`src/rtl/sequenciador_exibicao.sv`:
```
// Replays the stored game sequence onto the LEDs with timed on/off phases, then pulses pronto.
// Optional macro SEQ_EXIB_APAGA_FINAL_EN: the last entry also gets a dark phase before FIM.
module sequenciador_exibicao #(
  parameter int unsigned ADDR_W = 4,
  parameter int unsigned DATA_W = 4,
  parameter int unsigned T_ON   = 1000,
  parameter int unsigned T_OFF  = 500
) (
  input  logic              clock,
  input  logic              reset,
  input  logic              iniciar,
  input  logic              parar,
  input  logic [ADDR_W-1:0] limite,
  input  logic              modo_rapido,
  input  logic [DATA_W-1:0] dado_memoria,
  output logic [ADDR_W-1:0] endereco,
  output logic [DATA_W-1:0] leds,
  output logic              exibindo,
  output logic              pronto,
  output logic [2:0]        db_estado
);

  // Phase lengths clamped to at least one cycle so the timer always expires.
  localparam int unsigned TON_N  = (T_ON > 0) ? T_ON : 1;
  localparam int unsigned TOFF_N = (T_OFF > 0) ? T_OFF : 1;
  localparam int unsigned TON_R  = ((T_ON >> 1) > 0) ? (T_ON >> 1) : 1;
  localparam int unsigned TOFF_R = ((T_OFF >> 1) > 0) ? (T_OFF >> 1) : 1;
  localparam int unsigned TMAX   = (TON_N > TOFF_N) ? TON_N : TOFF_N;
  localparam int unsigned TW     = $clog2(TMAX + 1);

  typedef enum logic [2:0] {
    StIdle    = 3'd0,
    StBusca   = 3'd1,
    StAceso   = 3'd2,
    StApagado = 3'd3,
    StProximo = 3'd4,
    StFim     = 3'd5
  } estado_e;

  estado_e           estado_q;
  logic [ADDR_W-1:0] limite_q;
  logic [TW-1:0]     ton_q;
  logic [TW-1:0]     toff_q;
  logic [TW-1:0]     timer_q;

  always_ff @(posedge clock or posedge reset) begin
    if (reset) begin
      estado_q <= StIdle;
      limite_q <= '0;
      ton_q    <= '0;
      toff_q   <= '0;
      timer_q  <= '0;
      endereco <= '0;
      leds     <= '0;
      pronto   <= 1'b0;
    end else if (parar) begin
      estado_q <= StIdle;
      timer_q  <= '0;
      endereco <= '0;
      leds     <= '0;
      pronto   <= 1'b0;
    end else begin
      unique case (estado_q)
        StIdle: begin
          leds     <= '0;
          endereco <= '0;
          pronto   <= 1'b0;
          timer_q  <= '0;
          if (iniciar) begin
            limite_q <= limite;
            ton_q    <= modo_rapido ? TW'(TON_R) : TW'(TON_N);
            toff_q   <= modo_rapido ? TW'(TOFF_R) : TW'(TOFF_N);
            estado_q <= StBusca;
          end
        end
        // Address was presented a cycle earlier, so dado_memoria is valid here.
        StBusca: begin
          timer_q  <= '0;
          leds     <= dado_memoria;
          estado_q <= StAceso;
        end
        StAceso: begin
          if (timer_q == ton_q - TW'(1)) begin
            timer_q <= '0;
            leds    <= '0;
`ifdef SEQ_EXIB_APAGA_FINAL_EN
            estado_q <= StApagado;
`else
            if (endereco != limite_q) begin
              estado_q <= StApagado;
            end else begin
              estado_q <= StFim;
              pronto   <= 1'b1;
            end
`endif
          end else begin
            timer_q <= timer_q + TW'(1);
          end
        end
        StApagado: begin
          leds <= '0;
          if (timer_q == toff_q - TW'(1)) begin
            timer_q <= '0;
            if (endereco == limite_q) begin
              estado_q <= StFim;
              pronto   <= 1'b1;
            end else begin
              estado_q <= StProximo;
              endereco <= endereco + ADDR_W'(1);
            end
          end else begin
            timer_q <= timer_q + TW'(1);
          end
        end
        StProximo: begin
          timer_q  <= '0;
          estado_q <= StBusca;
        end
        StFim: begin
          pronto   <= 1'b0;
          leds     <= '0;
          endereco <= '0;
          estado_q <= StIdle;
        end
        default: begin
          estado_q <= StIdle;
          pronto   <= 1'b0;
          leds     <= '0;
          endereco <= '0;
        end
      endcase
    end
  end

  assign exibindo  = (estado_q != StIdle);
  assign db_estado = estado_q;

endmodule

```
`config.mk`:
```
export PLATFORM = sky130hd
export DESIGN_NAME = sequenciador_exibicao
export DESIGN_NICKNAME = d
export VERILOG_FILES = /design/src/rtl/sequenciador_exibicao.sv
export SDC_FILE = /design/constraint.sdc
export NUM_CORES = 1
export LEC_CHECK = 0
export ABC_AREA = 1
export BUFFER_PORTS_ARGS = -buffer_cell sky130_fd_sc_hd__buf_2
export CORE_UTILIZATION = 45
export CTS_BUF_LIST = sky130_fd_sc_hd__clkbuf_4
export CTS_CLUSTER_DIAMETER = 120
export CTS_CLUSTER_SIZE = 40
export DETAILED_ROUTE_END_ITERATION = 10
export PLACE_DENSITY = 0.67
export SLEW_MARGIN = 10
export SYNTH_ARGS = -nofsm -noshare
export SYNTH_HDL_FRONTEND = slang
export SYNTH_SLANG_ARGS = --single-unit
```
`constraint.sdc`:
```
create_clock -name clock -period 2.15 [get_ports clock]
set_input_delay 0.1075 -clock clock [delete_from_list [all_inputs] [get_ports clock]]
set_output_delay 0.1075 -clock clock [all_outputs]
set_load 0.1 [all_outputs]
```
Word level (Yosys, flattened, before mapping). Cells that the tools add are included.

Register bits after elaboration: 46. Bits of input ports: 13. Output and inout port bits: 13. Word-level logic and storage cells: 67.

Add/subtract/negate cells: 4. Equal/unequal tests: 17. Multiplexer cells: 26. Bitwise logic cells: 1. Reduce and logical (&&, ||, !) cells: 11.

Operator list (number): $mux 10 (4); $pmux 10 s3 (1); $eq 10x10->1 (2); $mux 4 (5); $sub 10x1->10 const B (2); $ne 3x3->1 const B (6); $mux 3 (5); $pmux 3 s5 (1); $pmux 4 s3 (1); $add 10x1->10 const B (1); $mux 9 (1); $reduce_and 3->1 (3); $pmux 4 s2 (1); $eq 3x2->1 const B (2); $mux 1 (6); $reduce_or 3->1 (2); $reduce_and 5->1 (1); $add 4x1->4 const B (1); $eq 4x4->1 (1); $ne 2x1->1 const B (2); $ne 4x4->1 (1); $reduce_bool 4->1 (1); $eq 3x1->1 const B (1); $eq 3x3->1 const B (1); 7 further kinds (7).

Longest topological paths before layout. Gate-level depths: netlist of run 1.

Word-level depth: 5. Depth in mapped cells: 16. Gate-level depth less buffers: 14.

Least setup slack after synthesis of run 1. Ideal clock, no wire load.

Path type: register to register. Start: reg estado_q[0] (netlist: db_estado[0]). End: reg toff_q[7]. Library setup time: 123 ps. Arrival time: 2369 ps. Data required time: 2027 ps. Setup slack: -341 ps. Stages on the path, launching flop included: 8. Buffers on the path: 0. Clock period less this slack: 2491 ps. Cell sequence: dfrtp_1 > inv_1 > nand2_1 > nor2_1 > inv_1 > nor3_2 > inv_1 > nand2_1.

Word-level cells in the longest chain between the ends: 2.

Ends and longest elaborated chain: from (decl) (RTL line 40) `estado_e estado_q;`; from (signal assigned) (RTL line 48) `estado_q <= StIdle;`; from (signal assigned) (RTL line 57) `estado_q <= StIdle;`; from (signal assigned) (RTL line 73) `estado_q <= StBusca;`; $logic_not 3->1 (RTL line 63) `unique case (estado_q)`; $reduce_and 3->1 (no line); to (signal assigned) (RTL line 72) `toff_q <= modo_rapido ? TW'(TOFF_R) : TW'(TOFF_N);`; to (decl) (RTL line 43) `logic [TW-1:0] toff_q;`.

No other way between the ends. A chain may end at the register's enable or synchronous reset.

Final worst setup path of run 1.
Start: reg toff_q[2]. End: reg estado_q[1] (netlist: db_estado[1]).

Word-level cells in the longest chain between the ends: 4.

Ends and longest elaborated chain: $sub 10x1->10 (RTL line 102) `if (timer_q == toff_q - TW'(1)) begin`; $eq 10x10->1 (RTL line 102); $ne 3x3->1 (no line); $reduce_and 3->1 (no line); to (signal assigned) (RTL line 105) `estado_q <= StFim;`; to (signal assigned) (RTL line 108) `estado_q <= StProximo;`; to (signal assigned) (RTL line 117) `estado_q <= StBusca;`.

No other way between the ends.

==> PnR_summary.wiki, run 1 <==
{| class="wikitable"
! Metric !! Value
|-
| Post-Synth XOR/XNOR Area || 5.723%
|-
| Top fanout value on the critical path || 12
|-
| Mean routed wirelength per cell || 11.57 um
|-
| Initial DRT Pass Iterations || 4
|-
| Maximum number of pins on one net before global-route repair || 22
|-
| Number of nets in the layout || 339
|-
| Clock Latency Late Sink || 0.34 ns
|-
| Switching power total || 1.236 mW
|-
| Most frequent cells in the layout || sky130_fd_sc_hd__nand2_1, sky130_fd_sc_hd__inv_1, sky130_fd_sc_hd__dfrtp_1
|-
| Data required time of the worst path || 2.37 ns
|-
| Hold/Removal Path Class || input pin to flip-flop
|-
| Compound-Gate Fraction of Synth Area || 7.673%
|-
| Sequential fraction of design power || 31.1%
|-
| Leading cell type in the layout, fill and taps excluded || sky130_fd_sc_hd__nand2_1
|-
| Starting density of the core || 48.34%
|-
| Fmax || 508.0 MHz
|-
| Total of warnings raised by yosys || 0
|-
| Number of antenna violations at the first check in global routing || 0
|-
| Number of nets with antenna violations after detailed routing || 0
|-
| Top routing layer in use || met4
|-
| Lkg Pwr || 1.213 nW
|-
| Data arrival time of the critical path || 2.19 ns
|-
| Total placed cells including tap cells || 356
|-
| Gr ovfl total || 0
|-
| Metal2 WL || 1.918 mm
|-
| Simple logic cell fraction of the synthesized area || 36.79%
|-
| DRC violations left || 0
|-
| Critical path class || flip-flop to flip-flop
|-
| Sequential element share of the synthesized area || 36.48%
|-
| Sort of element at the start of the critical path || flip-flop
|-
| Setup violators final || 0
|-
| Mean instance size in the synthesized netlist || 7.080 um2
|-
| Total of fill cells in the finished design || 401
|-
| Final-layout setup total negative slack || 0 ns
|-
| Final hold violation count || 0
|-
| HPWL after DPL || 3.284 mm
|-
| Unique cell type count in the Yosys netlist || 30
|-
| Area of the die || 4691 um2
|-
| Fin worst setup slack || 0.1814 ns
|-
| Combinational family with the most area after synthesis || simple AND/OR/NAND/NOR gates
|-
| TritonCTS Buffers || 5
|-
| Net Sw Frac || 51.66%
|-
| Num Clock Sinks || 29
|-
| Number of vias per cell after detailed routing || 4.962
|-
| Setup skew after layout || 0.01752 ns
|-
| Row Count || 23
|-
| Pins over their slew limit || 0
|-
| Root Buffer Master || sky130_fd_sc_hd__clkbuf_4
|-
| Total Wirelength || 4.291 mm
|-
| Port buffer count || 25
|-
| Total of flip-flops plus latches after synthesis || 29
|-
| Cell area after layout || 2364 um2
|-
| Critical Path Sink Type || flip-flop
|-
| Proportion of layout cells with a drive suffix above 1 || 23.05%
|-
| Multiplexer share of the synthesized area || 0%
|-
| Clock H-tree levels || 2
|-
| Cell Area, Placed || 2208 um2
|-
| Core area || 4115 um2
|-
| Final GP Congestion || 0.9358
|-
| Area Overhead vs Synth || 18.81%
|-
| Layout Cells excl Fill || 371
|-
| Logic pwr share || 54.6%
|-
| Relative slew slack || 47.43%
|-
| Met3 routed wirelength || 191 um
|-
| Length of routed wiring on met1 || 2.116 mm
|-
| Final Util || 57.43%
|-
| RSZ-0062 raised after global routing || no
|-
| Library cell with the largest summed area after synthesis || sky130_fd_sc_hd__dfrtp_1
|-
| Antenna fix cells || 0
|-
| Transition at the pin with the smallest max-transition slack || 0.7876 ns
|-
| Maximum capacitance violations || 0
|-
| Buffer levels on the longest clock path || 2
|-
| Mapped cell area || 1989 um2
|-
| Starting DRT DRC Count || 127
|-
| Final period util || 91.57%
|-
| Arithmetic-cell share of the synthesized area counting full adders, half adders and majority gates || 3.774%
|-
| Biggest area contributors in the synthesized netlist || sky130_fd_sc_hd__dfrtp_1, sky130_fd_sc_hd__nand2_1, sky130_fd_sc_hd__inv_1, sky130_fd_sc_hd__nand3_1, sky130_fd_sc_hd__o21ai_0
|-
| Clock network power share || 14.2%
|-
| Internal power || 1.157 mW
|-
| Worst hold slack across all endpoints || 0.02709 ns
|-
| Clock Pin Slew Worst Setup and Hold Paths || 0.11 ns
|-
| Max VDD drop || 0.4942 mV
|-
| GRT Util Overall || 20.44%
|-
| Status || finished clean
|-
| Pwr per Cell Area || 1012 nW/um2
|-
| DP Worst Slack || 0.09980 ns
|-
| Number of global-route vias before repair || 1537
|-
| Power, Total || 2.393 mW
|-
| DIE HEIGHT || 68.49 um
|-
| Die extent in x || 68.49 um
|-
| Share of the synthesized area in the top cell type || 36.48%
|-
| Post-synth net total || 300
|-
| Cells after Synth || 281
|-
| Top-Level Pins || 26
|-
| Minimum period implied by the final worst setup slack || 1.969 ns
|-
| CTS tree || yes
|-
| Global-route wire length before repair || 6.941 mm
|-
| Total number of vias || 1841
|}
## synth_stat cells, drive strengths merged
library cell and instances:
nand2 95, inv 40, dfrtp 29, nand3 27, nor2 21, o21ai 19, nor3 11, xor2 8
ha 6, buf 5, nand4 5, xnor2 5, a21oi 4, a21o 1, nand3b 1, nor4 1
o211ai 1, o21a 1, or2 1
## final cells by class
class | count | area, um2 | share of cell area [%]
clock buffer | 6 | 45.04 | 1.906
clock inverter | 2 | 10.01 | 0.4235
inverter | 40 | 158.9 | 6.723
multi-input combinational | 207 | 1122 | 47.49
sequential | 29 | 734.5 | 31.07
tap | 50 | 62.56 | 2.647
timing repair buffer | 37 | 230.2 | 9.741
## power groups by stage
stage	registers (mW)	logic [mW]	clock network [mW]
3_5_place_dp	0.760	1.25	0
2_1_floorplan	1.04	0.764	0
4_1_cts	0.749	1.26	0.350
3_3_place_gp	0.756	1.25	0
6_report	0.745	1.31	0.341
5_1_grt	0.762	1.42	0.372
## registers in the layout, summed over array words and instances (netlist names)
signal / cells
leds: 4
db_estado: 3
pronto: 1
timer_q: 10
endereco: 4
toff_q: 3
limite_q: 4
## final timing paths
path                                        from                       end  slack (ns)  depth (start not counted)
setup / recovery           toff_q[2]$_DFFE_PP0P_  db_estado[1]$_DFFE_PP0P_        0.18                         10
hold / removal                   dado_memoria[2]       leds[2]$_DFFE_PP0P_        0.03                          3
setup reg to reg           toff_q[2]$_DFFE_PP0P_  db_estado[1]$_DFFE_PP0P_        0.18                         10
hold reg to reg              leds[2]$_DFFE_PP0P_       leds[2]$_DFFE_PP0P_        0.48                          2
max in group asynchronous                  reset    timer_q[6]$_DFFE_PP0P_        1.08                          4
min in group asynchronous                  reset     toff_q[2]$_DFFE_PP0P_        0.44                          3
## critical path: stages (launching register included)
cell and delay, ns:
sky130_fd_sc_hd__dfrtp_1 0.41, sky130_fd_sc_hd__inv_2 0.08, sky130_fd_sc_hd__ha_2 0.20, sky130_fd_sc_hd__ha_4 0.29, sky130_fd_sc_hd__xor2_1 0.15, sky130_fd_sc_hd__nand3_1 0.10
sky130_fd_sc_hd__nor2_2 0.13, sky130_fd_sc_hd__nand3_2 0.10, sky130_fd_sc_hd__nand2_4 0.12, sky130_fd_sc_hd__nand2_4 0.11, sky130_fd_sc_hd__a21o_1 0.17
## layer usage
metal | GRT usage [%] | up-vias
met4 | 7.813 | 0
met3 | 4.934 | 6
met2 | 30.27 | 42
met1 | 28.50 | 824
met5 | 0 | -
li1 | - | 969
## kinds of logic (layout without fill, tap and decap cells)
logic type                 count (synthesis)  count (layout)
and+or+nand+nor                          162             162
buffers and inverters                     45              85
DFF                                       29              29
AOI/OAI and AO/OA                         26              26
xor gates and xnor gates                  13              13
adders and majority gates                  6               6
## timing repair
item	4_1_cts	5_1_grt
endpoints found under the setup margin	0	21
buffers inserted	0	1
hold buffers	6	0
gates resized for setup	0	6
endpoints found under the hold margin	24	0
(Power assumes the default switching activity.)
==> inputs of run 2 (changes only) <==
--- a/config.mk
+++ b/config.mk
@@ -12,7 +12,6 @@
 export CTS_CLUSTER_DIAMETER = 120
 export CTS_CLUSTER_SIZE = 40
 export DETAILED_ROUTE_END_ITERATION = 10
-export PLACE_DENSITY = 0.67
 export SLEW_MARGIN = 10
 export SYNTH_ARGS = -nofsm -noshare
 export SYNTH_HDL_FRONTEND = slang
==> constraint.sdc (replaced) <==
create_clock -name clock -period 2.6 [get_ports clock]
set_input_delay 0.13 -clock clock [delete_from_list [all_inputs] [get_ports clock]]
set_output_delay 0.13 -clock clock [all_outputs]
set_load 0.1 [all_outputs]
==> run 2 against run 1 <==
Clock skew decreased by 0.0056 ns. Die area unchanged. Combinational power shrank 26%. Hold slack better by 0.0069 ns. Highest routed layer unchanged.
==> PnR_summary.wiki, run 2 (same netlist as run 1, synthesis figures left out) <==
{| class="wikitable"
! Metric !! Value
|-
| Status || finished clean
|-
| Hold/Removal Path Class || input pin to flip-flop
|-
| Lkg Pwr || 1.192 nW (-1.7%)
|-
| Final period util || 87.89% (-3.7 points)
|-
| Layout Cells excl Fill || 365 (-1.6%)
|-
| Fin worst setup slack || 0.3148 ns (+0.1335 ns)
|-
| RSZ-0062 raised after global routing || no
|-
| Post-CTS Setup Inserts || 0 (unchanged)
|-
| Buffer levels on the longest clock path || 2 (unchanged)
|-
| Critical Path Sink Type || flip-flop
|-
| Data required time of the worst path || 2.81 ns (+0.44 ns)
|-
| Area Overhead vs Synth || 13.21%
|-
| Number of vias per cell after detailed routing || 4.907 (-1.1%)
|-
| Final GP Congestion || 0.8813 (-5.8%)
|-
| Transition at the pin with the smallest max-transition slack || 0.5416 ns (-0.2460 ns)
|-
| DRC violations left || 0 (unchanged)
|-
| TritonCTS Buffers || 5 (unchanged)
|-
| HPWL after DPL || 3.314 mm (+0.92%)
|-
| DIE HEIGHT || 68.49 um (unchanged)
|-
| Pins over their slew limit || 0 (unchanged)
|-
| Critical path class || flip-flop to flip-flop
|-
| Maximum number of pins on one net before global-route repair || 30 (+36%)
|-
| Most frequent cells in the layout || sky130_fd_sc_hd__nand2_1, sky130_fd_sc_hd__inv_1, sky130_fd_sc_hd__dfrtp_1
|-
| Data arrival time of the critical path || 2.50 ns (+0.31 ns)
|-
| Total number of vias || 1791 (-2.7%)
|-
| Final-layout setup total negative slack || 0 ns (unchanged)
|-
| Max FFs per register || 10 (unchanged)
|-
| Clock Pin Slew Worst Setup and Hold Paths || 0.11 ns (about the same)
|-
| Antenna fix cells || 0 (unchanged)
|-
| Die extent in x || 68.49 um (unchanged)
|-
| Number of antenna violations at the first check in global routing || 0 (unchanged)
|-
| GRT Util Overall || 21.36% (+0.92 points)
|-
| Max VDD drop || 0.3882 mV (-21%)
|-
| DP Worst Slack || 0.2233 ns (+0.1235 ns)
|-
| Number of nets with antenna violations after detailed routing || 0 (unchanged)
|-
| Fmax || 437.6 MHz (-14%)
|-
| Relative slew slack || 63.70% (+16 points)
|-
| Top-Level Pins || 26 (unchanged)
|-
| Total Wirelength || 4.463 mm (+4.0%)
|-
| Root Buffer Master || sky130_fd_sc_hd__clkbuf_4
|-
| Setup skew after layout || 0.01192 ns (-0.005602 ns)
|-
| CTS tree || yes
|-
| Starting density of the core || 48.34% (unchanged)
|-
| Starting DRT DRC Count || 125 (-1.6%)
|-
| Maximum capacitance violations || 0 (unchanged)
|-
| Final hold violation count || 0 (unchanged)
|-
| Clock Latency Late Sink || 0.33 ns (about the same)
|-
| Top fanout value on the critical path || 12 (unchanged)
|-
| Sort of element at the start of the critical path || flip-flop
|-
| Register with the highest flop count || timer_q
|-
| Proportion of layout cells with a drive suffix above 1 || 17.78% (-5.3 points)
|-
| Total of fill cells in the finished design || 403 (+0.50%)
|-
| Pwr per Cell Area || 826.8 nW/um2 (-18%)
|-
| Total placed cells including tap cells || 352 (-1.1%)
|-
| Minimum period implied by the final worst setup slack || 2.285 ns (+0.3165 ns)
|-
| Port buffer count || 25 (unchanged)
|-
| Power, Total || 1.862 mW (-22%)
|-
| Mean routed wirelength per cell || 12.23 um (+5.7%)
|-
| Setup violators final || 0 (unchanged)
|-
| Global-route wire length before repair || 7.286 mm (+5.0%)
|-
| Number of nets in the layout || 333 (-1.8%)
|-
| Number of global-route vias before repair || 1563 (+1.7%)
|-
| Gr ovfl total || 0 (unchanged)
|-
| Core area || 4115 um2 (unchanged)
|-
| Num Clock Sinks || 29 (unchanged)
|-
| Leading cell type in the layout, fill and taps excluded || sky130_fd_sc_hd__nand2_1
|-
| Clock H-tree levels || 2 (unchanged)
|-
| Initial DRT Pass Iterations || 4 (unchanged)
|-
| Row Count || 23 (unchanged)
|-
| Area of the die || 4691 um2 (unchanged)
|}
-- run 2: area by class of cell --
cell class	instances	area [um2]	area share [%]
multi-input combinational	207	1076	47.78
sequential	29	725.7	32.22
timing repair buffer	31	182.7	8.111
inverter	40	150.1	6.667
tap	50	62.56	2.778
clock buffer	5	37.54	1.667
clock inverter	3	17.52	0.7778
-- run 2: per-layer routing --
layer	share of wire, %	up-vias	GRT usage (%)	routed length, um
met5	0	-	0	0
met4	1.2	0	6.250	53
met3	2.4	4	4.934	106
met2	45	29	33.33	1992
met1	52	804	29.32	2311
li1	-	954	-	-
-- run 2: final timing paths --
| path | start | slack, ns | cells past startpoint | to |
|---|---|---|---|---|
| setup / recovery | toff_q[3]$_DFFE_PP0P_ | 0.31 | 11 | timer_q[7]$_DFFE_PP0P_ |
| hold / removal | modo_rapido | 0.03 | 3 | toff_q[3]$_DFFE_PP0P_ |
| setup reg to reg | toff_q[3]$_DFFE_PP0P_ | 0.31 | 11 | timer_q[7]$_DFFE_PP0P_ |
| hold reg to reg | pronto$_DFFE_PP0P_ | 0.48 | 2 | pronto$_DFFE_PP0P_ |
| max in group asynchronous | reset | 1.92 | 4 | timer_q[2]$_DFFE_PP0P_ |
| min in group asynchronous | reset | 0.40 | 4 | timer_q[3]$_DFFE_PP0P_ |
-- run 2: critical path: stages, from the launching register on --
cell and delay, ns:
sky130_fd_sc_hd__dfrtp_1 0.52, sky130_fd_sc_hd__inv_2 0.12, sky130_fd_sc_hd__ha_2 0.26, sky130_fd_sc_hd__ha_1 0.35, sky130_fd_sc_hd__xor2_1 0.17, sky130_fd_sc_hd__nand3_1 0.10, sky130_fd_sc_hd__nor2_2 0.13, sky130_fd_sc_hd__nand3_2 0.11
sky130_fd_sc_hd__nand2_4 0.14, sky130_fd_sc_hd__nand2_4 0.12, sky130_fd_sc_hd__nand2_1 0.08, sky130_fd_sc_hd__o21ai_0 0.09
-- run 2: timing repair --
action	in CTS	in global routing
hold endpoints to repair	33	0
hold buffers	5	0
resized for setup	0	1
setup endpoints to repair	0	3
-- run 2: through the flow --
step                util [%]  hold WS (ns)  cell area [um2]
detailed placement     52.11        0.2288             2145
global placement       52.11        0.2227             2145
finish                 54.73       0.03398             2252
CTS                    54.67       0.02094             2250
floorplan                  -        0.2081             1989
global route           54.73       0.03992             2252
-- run 2: power breakdown --
part | leakage [nW] | switching, mW | internal (mW)
clock | 0.0310 | 0.177 | 0.102
combinational | 0.776 | 0.720 | 0.245
sequential | 0.385 | 0.0851 | 0.533
total | 1.19 | 0.982 | 0.880
==> inputs of run 3 (changes only) <==
--- a/config.mk
+++ b/config.mk
@@ -12,6 +12,8 @@
 export CTS_CLUSTER_DIAMETER = 120
 export CTS_CLUSTER_SIZE = 40
 export DETAILED_ROUTE_END_ITERATION = 10
+export REMOVE_ABC_BUFFERS = 1
+export SETUP_SLACK_MARGIN = 0.02
 export SLEW_MARGIN = 10
 export SYNTH_ARGS = -nofsm -noshare
 export SYNTH_HDL_FRONTEND = slang
==> run 3 against run 2 <==
Clock power up 38%. Non-clock buffer count unchanged. Combinational power about the same. Count of clock-buffer cells in the layout up 1. Register-to-register slack worse by 0.04 ns. Wire length down 4.4%. Fmax down 1.6%. First-iteration DRC count down 19%. Sequential share of layout area down 0.30 points. Clock skew down 0.0047 ns. Via count up 2.0%. Sequential cell count unchanged. Critical endpoint is now db_estado[1]$_DFFE_PP0P_. Highest routed layer unchanged.
==> PnR_summary.wiki, run 3 (same netlist as run 1, synthesis figures left out) <==
{| class="wikitable"
! Metric !! Value
|-
| Area of the die || 4691 um2 (unchanged)
|-
| Max VDD drop || 0.3796 mV (-2.2%)
|-
| Sort of element at the start of the critical path || flip-flop
|-
| Length in cells of the worst reg-to-reg path || 10 (-1)
|-
| DRC violations left || 0 (unchanged)
|-
| Starting DRT DRC Count || 101 (-19%)
|-
| Fmax || 430.5 MHz (-1.6%)
|-
| Cell breakdown of the critical path || inv_2 -> ha_1 -> ha_1 -> xor2_1 -> nand3_1 -> nor2_2 -> nand3_2 -> nand2_4 -> nand2_4 -> a21o_1
|-
| Gr ovfl total || 0 (unchanged)
|-
| Critical path class || flip-flop to flip-flop
|-
| Root Buffer Master || sky130_fd_sc_hd__clkbuf_4
|-
| Maximum number of pins on one net before global-route repair || 30 (unchanged)
|-
| Minimum period implied by the final worst setup slack || 2.323 ns (+0.03758 ns)
|-
| Area Overhead vs Synth || 14.28%
|-
| Most frequent cells in the layout || sky130_fd_sc_hd__nand2_1, sky130_fd_sc_hd__inv_1, sky130_fd_sc_hd__dfrtp_1
|-
| Setup skew after layout || 0.007265 ns (-0.004655 ns)
|-
| Total of fill cells in the finished design || 415 (+3.0%)
|-
| Clock H-tree levels || 2 (unchanged)
|-
| Number of vias per cell after detailed routing || 5.005 (+2.0%)
|-
| Final hold violation count || 0 (unchanged)
|-
| Max FFs per register || 10 (unchanged)
|-
| Total number of vias || 1827 (+2.0%)
|-
| Largest incremental delay on the critical path || 0.50 ns (-0.02 ns)
|-
| Row Count || 23 (unchanged)
|-
| Clock Latency Late Sink || 0.34 ns (about the same)
|-
| Num Clock Sinks || 29 (unchanged)
|-
| Status || finished clean
|-
| Number of antenna violations at the first check in global routing || 0 (unchanged)
|-
| Launching point of the worst reg2reg path || toff_q[3]$_DFFE_PP0P_
|-
| Core area || 4115 um2 (unchanged)
|-
| Total Wirelength || 4.268 mm (-4.4%)
|-
| Cell Area, Placed || 2145 um2 (unchanged)
|-
| Worst setup path endpoint || db_estado[1]$_DFFE_PP0P_
|-
| HPWL after DPL || 3.163 mm (-4.5%)
|-
| Critical Path Sink Type || flip-flop
|-
| Hold/Removal Path Class || input pin to flip-flop
|-
| Antenna fix cells || 0 (unchanged)
|-
| Final period util || 89.34% (+1.4 points)
|-
| Timing startpoint of the critical path || toff_q[3]$_DFFE_PP0P_
|-
| Relative slew slack || 65.10% (+1.4 points)
|-
| WHS Path Cells || 3 (unchanged)
|-
| Clock Pin Slew Worst Setup and Hold Paths || 0.10 ns (about the same)
|-
| Maximum capacitance violations || 0 (unchanged)
|-
| Starting density of the core || 48.34% (unchanged)
|-
| Number of nets with antenna violations after detailed routing || 0 (unchanged)
|-
| Top fanout value on the critical path || 12 (unchanged)
|-
| Lkg Pwr || 1.206 nW (+1.2%)
|-
| Setup violators final || 0 (unchanged)
|-
| DIE HEIGHT || 68.49 um (unchanged)
|-
| Global-route wire length before repair || 7.141 mm (-2.0%)
|-
| Final-layout setup total negative slack || 0 ns (unchanged)
|-
| RSZ-0062 raised after global routing || no
|-
| Number of nets in the layout || 333 (unchanged)
|-
| Terminus of the critical flop-to-flop path || db_estado[1]$_DFFE_PP0P_
|-
| Mean routed wirelength per cell || 11.69 um (-4.4%)
|-
| Top-Level Pins || 26 (unchanged)
|-
| Port buffer count || 25 (unchanged)
|-
| Die extent in x || 68.49 um (unchanged)
|-
| Leading cell type in the layout, fill and taps excluded || sky130_fd_sc_hd__nand2_1
|-
| Transition at the pin with the smallest max-transition slack || 0.5207 ns (-0.02086 ns)
|-
| Final GP Congestion || 0.8663 (-1.7%)
|-
| Initial DRT Pass Iterations || 4 (unchanged)
|-
| Number of global-route vias before repair || 1585 (+1.4%)
|-
| Worst R2R Setup Slack || 0.28 ns (-0.04 ns)
|-
| Buffer levels on the longest clock path || 2 (unchanged)
|-
| Register with the highest flop count || timer_q
|-
| Critical path's slowest cell || sky130_fd_sc_hd__dfrtp_1
|-
| Pins over their slew limit || 0 (unchanged)
|-
| Proportion of layout cells with a drive suffix above 1 || 17.14% (-0.63 points)
|-
| Cell area after layout || 2273 um2 (+0.94%)
|-
| TritonCTS Buffers || 5 (unchanged)
|-
| GRT Util Overall || 20.87% (-0.49 points)
|-
| Pwr per Cell Area || 862.8 nW/um2 (+4.4%)
|-
| Post-CTS Setup Inserts || 0 (unchanged)
|-
| Data required time of the worst path || 2.85 ns (+0.04 ns)
|-
| Power, Total || 1.961 mW (+5.3%)
|-
| CTS tree || yes
|-
| Data arrival time of the critical path || 2.57 ns (+0.07 ns)
|}
## run 3: cell types whose count changed in the layout (fill, tap and decap cells not counted)
cell and delta:
sky130_fd_sc_hd__clkbuf_4 +1, sky130_fd_sc_hd__ha_1 +1, sky130_fd_sc_hd__ha_2 -1, sky130_fd_sc_hd__clkinv_2 -2
sky130_fd_sc_hd__clkinv_1 +1, sky130_fd_sc_hd__bufinv_16 +1, sky130_fd_sc_hd__clkinvlp_4 -1
## run 3: area by class of cell
cell class                      instances  area, um2  area share [%]
Sequential cell                        29      725.7           31.92
Timing Repair Buffer                   31      182.7           8.035
Multi-Input combinational cell        207       1074           47.22
Clock buffer                            6      45.04           1.981
Clock inverter                          2      33.78           1.486
Inverter                               40      150.1           6.604
Tap cell                               50      62.56           2.752
## run 3: worst max-delay path, delay by kind of cell (launching register included)
kind            cells  cell delay (ns)
fa+ha+maj           2             0.67
simple gates        5             0.60
flops               1             0.50
compound gates      1             0.17
xor+xnor            1             0.16
buf+inv             1             0.11
## run 3: how the worst min path moves through the flow
| stage | startpoint | end | slack [ns] |
|---|---|---|---|
| 5_1_grt | modo_rapido | toff_q[3]$_DFFE_PP0P_ | 0.03 |
| 4_1_cts | dado_memoria[1] | leds[1]$_DFFE_PP0P_ | 0.02 |
| 3_3_place_gp | reset | toff_q[7]$_DFFE_PP0P_ | 0.23 |
| 2_1_floorplan | reset | db_estado[0]$_DFFE_PP0P_ | 0.21 |
| 3_5_place_dp | reset | limite_q[1]$_DFFE_PP0P_ | 0.23 |
| 6_report | modo_rapido | toff_q[3]$_DFFE_PP0P_ | 0.02 |
## run 3: metal layers
metal,GRT usage (%),part of all wire [%],vias to the layer above
met5,0,0,-
met4,6.250,1.5,0
met3,5.592,5.6,6
met2,31.37,43,48
met1,28.98,50,819
li1,-,-,954
## run 3: metrics by stage
step           hold slack [ns]  util (%)  cells  worst slack (ns)
6_report               0.01815     55.24    365            0.2772
5_1_grt                0.02669     55.24    365           0.04517
3_5_place_dp            0.2311     52.11    352            0.2678
4_1_cts                0.01641     55.24    365            0.2645
2_1_floorplan           0.2081         -    276            0.1086
3_3_place_gp            0.2292     52.11    352            0.2924
## run 3: where the power goes
part	switching, mW	internal [mW]
sequential	0.0818	0.533
clock	0.173	0.210
combinational	0.723	0.240
total	0.978	0.983
## run 3: what timing repair did
item | 4_1_cts | 5_1_grt
hold buffers | 5 | 0
resized for setup | 0 | 0
endpoints found under the setup margin | 0 | 0
endpoints found under the hold margin | 33 | 0
